--- config.mk ---
export PLATFORM = sky130hd
export DESIGN_NAME = echo_capture_flat
export DESIGN_NICKNAME = d
export VERILOG_FILES = /design/src/rtl/echo_pkg.sv /design/src/rtl/echo_capture_if.sv /design/src/rtl/echo_glitch_filter.sv /design/src/rtl/echo_capture.sv /design/src/flat_wrapper.sv
export SDC_FILE = /design/constraint.sdc
export NUM_CORES = 1
export LEC_CHECK = 0
export CAP_MARGIN = 20
export CORE_UTILIZATION = 59
export CTS_BUF_LIST = sky130_fd_sc_hd__clkbuf_4 sky130_fd_sc_hd__clkbuf_8
export CTS_CLUSTER_SIZE = 25
export DETAILED_ROUTE_END_ITERATION = 10
export PLACE_DENSITY_LB_ADDON = 0.2
export RECOVER_POWER = 50
export SYNTH_ARGS = -nofsm -noshare
export SYNTH_HDL_FRONTEND = slang
export SYNTH_SLANG_ARGS = --single-unit
--- constraint.sdc ---
create_clock -name clk -period 3.4 [get_ports clk]
set_input_delay 0.34 -clock clk [delete_from_list [all_inputs] [get_ports clk]]
set_output_delay 0.34 -clock clk [all_outputs]
set_load 0.05 [all_outputs]
--- src/rtl/echo_pkg.sv ---
// Shared types and constants for the ultrasonic echo measurement path.
// Ranging-cycle timing references live here so the trigger generator agrees with them.
package echo_pkg;

  typedef enum logic [1:0] {
    IDLE      = 2'd0,
    WAIT_RISE = 2'd1,
    MEASURE   = 2'd2,
    HOLD      = 2'd3
  } echo_state_t;

  // 10 us trigger at 27 MHz
  localparam int TRIG_CYC = 270;

endpackage

--- src/rtl/echo_capture_if.sv ---
// Echo capture bus: raw echo and arm in, width result out over valid/ready.
// master = measuring block, slave = consumer / trigger side.
interface echo_capture_if #(
  parameter int WIDTH_W = 32
);
  logic               echo_pin;
  logic               arm;
  logic               result_ready;
  logic               result_valid;
  logic [WIDTH_W-1:0] width_out;
  logic               timeout_flag;
  logic               busy;
  logic               echo_clean;

  modport master (
    input  echo_pin, arm, result_ready,
    output result_valid, width_out, timeout_flag, busy, echo_clean
  );

  modport slave (
    output echo_pin, arm, result_ready,
    input  result_valid, width_out, timeout_flag, busy, echo_clean
  );
endinterface

--- src/rtl/echo_glitch_filter.sv ---
// Debounce: q follows d only after FILTER_LEN consecutive disagreeing samples.
// Any shorter disagreement is discarded and the run counter restarts.
module echo_glitch_filter #(
  parameter int FILTER_LEN = 16
) (
  input  logic clk,
  input  logic rst,
  input  logic d,
  output logic q
);
  localparam int CNT_W = $clog2(FILTER_LEN + 1);

  logic             q_q, q_d;
  logic [CNT_W-1:0] run_q, run_d;

  always_comb begin
    q_d   = q_q;
    run_d = '0;
    if (d != q_q) begin
      if (run_q == CNT_W'(FILTER_LEN - 1)) begin
        q_d = d;
      end else begin
        run_d = run_q + 1'b1;
      end
    end
  end

  always_ff @(posedge clk or negedge rst) begin
    if (!rst) begin
      q_q   <= 1'b0;
      run_q <= '0;
    end else begin
      q_q   <= q_d;
      run_q <= run_d;
    end
  end

  assign q = q_q;
endmodule

--- src/rtl/echo_capture.sv ---
// Synchronizes and optionally filters the echo (ECHO_GLITCH_FILTER_EN), then measures one
// high pulse per arm with a saturating, timeout-bounded counter; result held until accepted.
module echo_capture
  import echo_pkg::*;
#(
  parameter int CLK_HZ      = 27_000_000,
  parameter int WIDTH_W     = 32,
  parameter int FILTER_LEN  = 16,
  parameter int TIMEOUT_CYC = 1_000_000
) (
  input logic            clk,
  input logic            rst,
  echo_capture_if.master bus
);
  localparam logic [WIDTH_W-1:0] TMO = WIDTH_W'(TIMEOUT_CYC);

  if (CLK_HZ < 1 || FILTER_LEN < 1 || TIMEOUT_CYC < 1 ||
      WIDTH_W < $clog2(TIMEOUT_CYC + 1)) begin : g_bad_cfg
    $error("echo_capture: invalid parameter set");
  end

  logic               sync1_q, sync1_d;
  logic               sync2_q, sync2_d;
  logic               prev_q, prev_d;
  logic               echo_clean;
  echo_state_t        state_q, state_d;
  logic [WIDTH_W-1:0] cnt_q, cnt_d;
  logic [WIDTH_W-1:0] width_q, width_d;
  logic               tflag_q, tflag_d;
  logic [WIDTH_W-1:0] cnt_inc;
  logic               rise, fall;

`ifdef ECHO_GLITCH_FILTER_EN
  echo_glitch_filter #(.FILTER_LEN(FILTER_LEN)) u_filter (
    .clk (clk),
    .rst (rst),
    .d   (sync2_q),
    .q   (echo_clean)
  );
`else
  assign echo_clean = sync2_q;
`endif

  assign rise    = echo_clean & ~prev_q;
  assign fall    = ~echo_clean & prev_q;
  assign cnt_inc = cnt_q + 1'b1;

  always_comb begin
    sync1_d = bus.echo_pin;
    sync2_d = sync1_q;
    prev_d  = echo_clean;
    state_d = state_q;
    cnt_d   = cnt_q;
    width_d = width_q;
    tflag_d = tflag_q;
    unique case (state_q)
      IDLE: begin
        if (bus.arm) begin
          state_d = WAIT_RISE;
          cnt_d   = '0;
        end
      end
      WAIT_RISE: begin
        // A level already high at arm time has no rise edge, so it is never measured
        if (rise) begin
          state_d = MEASURE;
          cnt_d   = WIDTH_W'(1);
        end else if (cnt_inc == TMO) begin
          state_d = HOLD;
          cnt_d   = TMO;
          width_d = '0;
          tflag_d = 1'b1;
        end else begin
          cnt_d = cnt_inc;
        end
      end
      MEASURE: begin
        if (fall) begin
          state_d = HOLD;
          width_d = cnt_q;
          tflag_d = 1'b0;
        end else if (echo_clean) begin
          cnt_d = cnt_inc;
          if (cnt_inc == TMO) begin
            state_d = HOLD;
            width_d = TMO;
            tflag_d = 1'b1;
          end
        end
      end
      HOLD: begin
        if (bus.result_ready) state_d = IDLE;
      end
      default: state_d = IDLE;
    endcase
  end

  always_ff @(posedge clk or negedge rst) begin
    if (!rst) begin
      sync1_q <= 1'b0;
      sync2_q <= 1'b0;
      prev_q  <= 1'b0;
      state_q <= IDLE;
      cnt_q   <= '0;
      width_q <= '0;
      tflag_q <= 1'b0;
    end else begin
      sync1_q <= sync1_d;
      sync2_q <= sync2_d;
      prev_q  <= prev_d;
      state_q <= state_d;
      cnt_q   <= cnt_d;
      width_q <= width_d;
      tflag_q <= tflag_d;
    end
  end

  assign bus.result_valid = (state_q == HOLD);
  assign bus.busy         = (state_q != IDLE);
  assign bus.width_out    = width_q;
  assign bus.timeout_flag = tflag_q;
  assign bus.echo_clean   = echo_clean;
endmodule

--- src/flat_wrapper.sv ---
// flat-port wrapper written by rule: the top's interface ports become plain ports
module echo_capture_flat import echo_pkg::*;
#(
  parameter int CLK_HZ      = 27_000_000,
  parameter int WIDTH_W     = 32,
  parameter int FILTER_LEN  = 16,
  parameter int TIMEOUT_CYC = 1_000_000
)
  (clk, rst, bus_echo_pin, bus_arm, bus_result_ready, bus_result_valid, bus_width_out, bus_timeout_flag, bus_busy, bus_echo_clean);
  echo_capture_if #(.WIDTH_W(WIDTH_W)) bus_i ();
  input logic clk;
  input logic rst;
  input wire logic [$bits(bus_i.echo_pin)-1:0] bus_echo_pin;
  input wire logic [$bits(bus_i.arm)-1:0] bus_arm;
  input wire logic [$bits(bus_i.result_ready)-1:0] bus_result_ready;
  output wire logic [$bits(bus_i.result_valid)-1:0] bus_result_valid;
  output wire logic [$bits(bus_i.width_out)-1:0] bus_width_out;
  output wire logic [$bits(bus_i.timeout_flag)-1:0] bus_timeout_flag;
  output wire logic [$bits(bus_i.busy)-1:0] bus_busy;
  output wire logic [$bits(bus_i.echo_clean)-1:0] bus_echo_clean;
  assign bus_i.echo_pin = bus_echo_pin;
  assign bus_i.arm = bus_arm;
  assign bus_i.result_ready = bus_result_ready;
  assign bus_result_valid = bus_i.result_valid;
  assign bus_width_out = bus_i.width_out;
  assign bus_timeout_flag = bus_i.timeout_flag;
  assign bus_busy = bus_i.busy;
  assign bus_echo_clean = bus_i.echo_clean;
  echo_capture #(.CLK_HZ(CLK_HZ), .WIDTH_W(WIDTH_W), .FILTER_LEN(FILTER_LEN), .TIMEOUT_CYC(TIMEOUT_CYC)) u_core (.clk(clk), .rst(rst), .bus(bus_i));
endmodule
==> results.sh <==
export IMPL_port_buffers=40
export IMPL_peakVddDrop_v=0.000490
export IMPL_clkSinkCount=70
export IMPL_min_path_cells=0
export IMPL_powerDensity_nw_per_um2=500
export IMPL_ys_flop_type="dfrtp_1"
export IMPL_maxSlewHeadroom_pct=-15.6
export IMPL_die_x_um=86.2
export IMPL_final_seq_area_sq_um=1760
export IMPL_nets=545
export IMPL_drt_first_iter_violations=328
export IMPL_rows=30
export IMPL_synth_cell_type_count=58
export IMPL_fin_crit_ns=3.30
export IMPL_core_area_sq_um=6830
export IMPL_use_met3_pct=4.86
export IMPL_synth_area_top_cells="dfrtp_1 (42%), mux2i_1 (6.2%), nand2_1 (5.0%)"
export IMPL_fmax_mhz=303
export IMPL_grt_pass1_wl_mm=18.2
export IMPL_crit_arrival_ns=3.58
export IMPL_tightest_slew_ns=1.73
export IMPL_grt_use_total_pct=32.3
export IMPL_synth_area_leader_cell="dfrtp_1"
export IMPL_hold_class="flop to flop"
export IMPL_synth_top_family_by_area="simple AND/OR/NAND/NOR gates"
export IMPL_yosysSeqAreaShare_pct=41.9
export IMPL_setup_ws_ns=0.0976
export IMPL_syn_nets=482
export IMPL_netlist_instances=470
export IMPL_vias=3890
export IMPL_grt_max_degree=71
export IMPL_die_h_um=86.2
export IMPL_worstSetupStartpoint="u_core.cnt_q[1]"
export IMPL_p_leak_nw=2.17
export IMPL_die_area_sq_um=7430
export IMPL_dr_pass1_iters=7
export IMPL_final_common_cell="dfrtp_1"
export IMPL_cp_end_kind="flop"
export IMPL_ys_ff_latch=70
export IMPL_yosysWarningCount=0
export IMPL_synth_top_area_share_pct=41.9
export IMPL_cts_tree="built"
export IMPL_required_ns=3.68
export IMPL_via_per_inst=6.14
export IMPL_synth_xor_area_share_pct=2.51
export IMPL_antenna_found_initial=0
export IMPL_status="finished, violations left"
export IMPL_layout_drive_gt1_share_pct=19.9
export IMPL_route_detailed_drc=0
export IMPL_place_hpwl_mm=7.79
export IMPL_avgSynthCellArea_sq_um=8.90
export IMPL_n_fill_cell=506
export IMPL_clockRootBuffer="clkbuf_8"
export IMPL_crit_end="u_core.bus.width_out[28]"
export IMPL_r2r_start="u_core.cnt_q[1]"
export IMPL_clk_pin_slew_ns=0.08
export IMPL_area_growth_pct=25.2
export IMPL_grt_use_met1_pct=45.0
export IMPL_grt_busiest_layer="met2"
export IMPL_period_share_pct=97.1
export IMPL_clockBufferDepth=2
export IMPL_setup_violations=0
export IMPL_skew_ns=0.00929
export IMPL_synthMuxAreaShare_pct=6.49
export IMPL_insertion_delay_ns=0.35
export IMPL_r2r_end="u_core.bus.width_out[28]"
export IMPL_synth_edff_count=0
export IMPL_gp_congestion=0.981
export IMPL_first_global_vias=3609
export IMPL_grtUsageMet2_pct=49.6
export IMPL_hold_viol=0
export IMPL_crit_fanout=8
export IMPL_io_pins=41
export IMPL_yosys_area_share_simple_pct=22.1
export IMPL_final_max_slew_violation_count=71
export IMPL_reg2reg_slack_ns=0.1
export IMPL_violations="max-capacitance violations, max-slew violations"
export IMPL_worst_hold_slack_ns=0.355
export IMPL_synthAdderAreaFrac_pct=2.09
export IMPL_start_util_pct=61.2
export IMPL_drv_cap=1
export IMPL_mostFrequentLayoutCells="dfrtp_1 (64), nand2_1 (56), buf_4 (42)"
export IMPL_wl_per_cell_um=18.1
export IMPL_overflow=0
export IMPL_totalWireLength_mm=11.5
export IMPL_start_kind="flop"
export IMPL_worstRegToRegCells=11
export IMPL_clock_tree_htree_level_count=3
export IMPL_async_flop_share_pct=100
export IMPL_num_antenna_cells=0
export IMPL_cts_buffers=9
export IMPL_multi_input_area_sq_um=2160
export IMPL_synth_compound_area_share_pct=16.1
export IMPL_syn_area_sq_um=4180
export IMPL_ant_nets=0
export IMPL_place_ws_ns=-0.130
export IMPL_crit_type="flop to flop"
==> per-stage QoR <==
stage | cell area (sq um) | util [%] | std cells | TNS, ns | power, mW
2_1_floorplan | 4180 | - | 470 | 0 | 1.51
3_5_place_dp | 4800 | 70.3 | 606 | -2.95 | 1.82
4_1_cts | 5110 | 74.9 | 625 | 0 | 2.59
5_1_grt | 5240 | 76.6 | 634 | -0.00537 | 2.71
3_3_place_gp | 4800 | 70.3 | 606 | -0.167 | 1.80
6_report | 5240 | 76.6 | 634 | 0 | 2.62
==> worst max-delay path, cell delays in order (launching register included) <==
cell and delay (ns):
dfrtp_1 0.42, ha_4 0.18, and3_4 0.25, nand3_4 0.10, a221o_1 0.36, a2111oi_4 0.35, nand4_1 0.18, or4_4 0.50
mux2i_1 0.19, a21o_2 0.21, bufbuf_16 0.30, mux2i_1 0.17
==> cells in the mapped netlist (2+ instances only) <==
library cell  number
mux2i_1           26
and4_1             2
o221a_2            7
buf_8              2
buf_2             11
buf_6              2
a22oi_1            3
a211oi_1           3
inv_1             40
nand2_1           56
dfrtp_1           70
o31ai_1            2
nand4_1           16
a221o_1            2
a311oi_1           2
o21ai_0           30
nor2b_1            4
nor4_1             2
nand3_2            2
nand3_1           20
a31oi_1           14
a21oi_1           20
ha_1               7
nor2_1            32
xor2_1             5
a31o_2             2
a22o_1             4
o21a_1             2
buf_4              3
clkbuf_1          13
or3_1             13
nor3_1             8
and2_1             4
o22ai_1            2
a21o_1             2
and3_1             5
clkbuf_2           3
or4_1              2
xnor2_1            7
nand3_4            2
==> cell type report <==
class                      count  area share [%]
clock buffer                  12            2.92
clock inverter                 4            1.34
inverter                      40            2.87
multi-input combinational    324            41.2
sequential                    70            33.6
tap                           96            2.29
timing repair buffer          88            15.8
==> registers in the layout (all words and copies together) (netlist names) <==
register / count
u_core.bus.timeout_flag: 1
u_core.bus.width_out: 32
u_core.sync1_q: 1
u_core.cnt_q: 32
u_core.bus.echo_clean: 1
u_core.prev_q: 1
u_core.state_q: 2
==> per-layer routing <==
layer	up-vias	share of wire, %
li1	1775	-
met1	1868	43
met2	209	46
met3	38	7.3
met4	0	3.8
met5	-	0
==> report_power, final <==
part           internal [mW]  switching, mW  leakage (nW)
clock network          0.448          0.328         0.117
logic                  0.328          0.576          1.10
registers              0.889         0.0471         0.950
==> kinds of logic (layout without fill, tap and decap cells) <==
family | count (synthesis) | count (layout)
AND/OR/NAND/NOR | 176 | 176
AO/OA/AOI/OAI | 102 | 102
buffers and inverters | 76 | 144
flip-flops | 70 | 70
multiplexers | 27 | 27
XOR/XNOR | 12 | 12
adder cells (fa/ha/maj) | 7 | 7
==> worst min-delay path by stage <==
stage,start,end,slack [ns]
after floorplan,rst,u_core.bus.echo_clean,0.04
after global placement,u_core.sync1_q,u_core.bus.echo_clean,0.33
after detailed placement,u_core.sync1_q,u_core.bus.echo_clean,0.34
after CTS,rst,u_core.bus.width_out[11],0.03
after global routing,u_core.sync1_q,u_core.bus.echo_clean,0.36
final,u_core.sync1_q,u_core.bus.echo_clean,0.35
==> what timing repair did <==
action                     4_1_cts  5_1_grt
hold buffers                     0        0
setup buffers                    2        9
pin swaps                        1        8
resized for setup                6       18
setup endpoints to repair       34       45
cloned                           1        0
No activity file was read; power rests on OpenSTA's default activity.
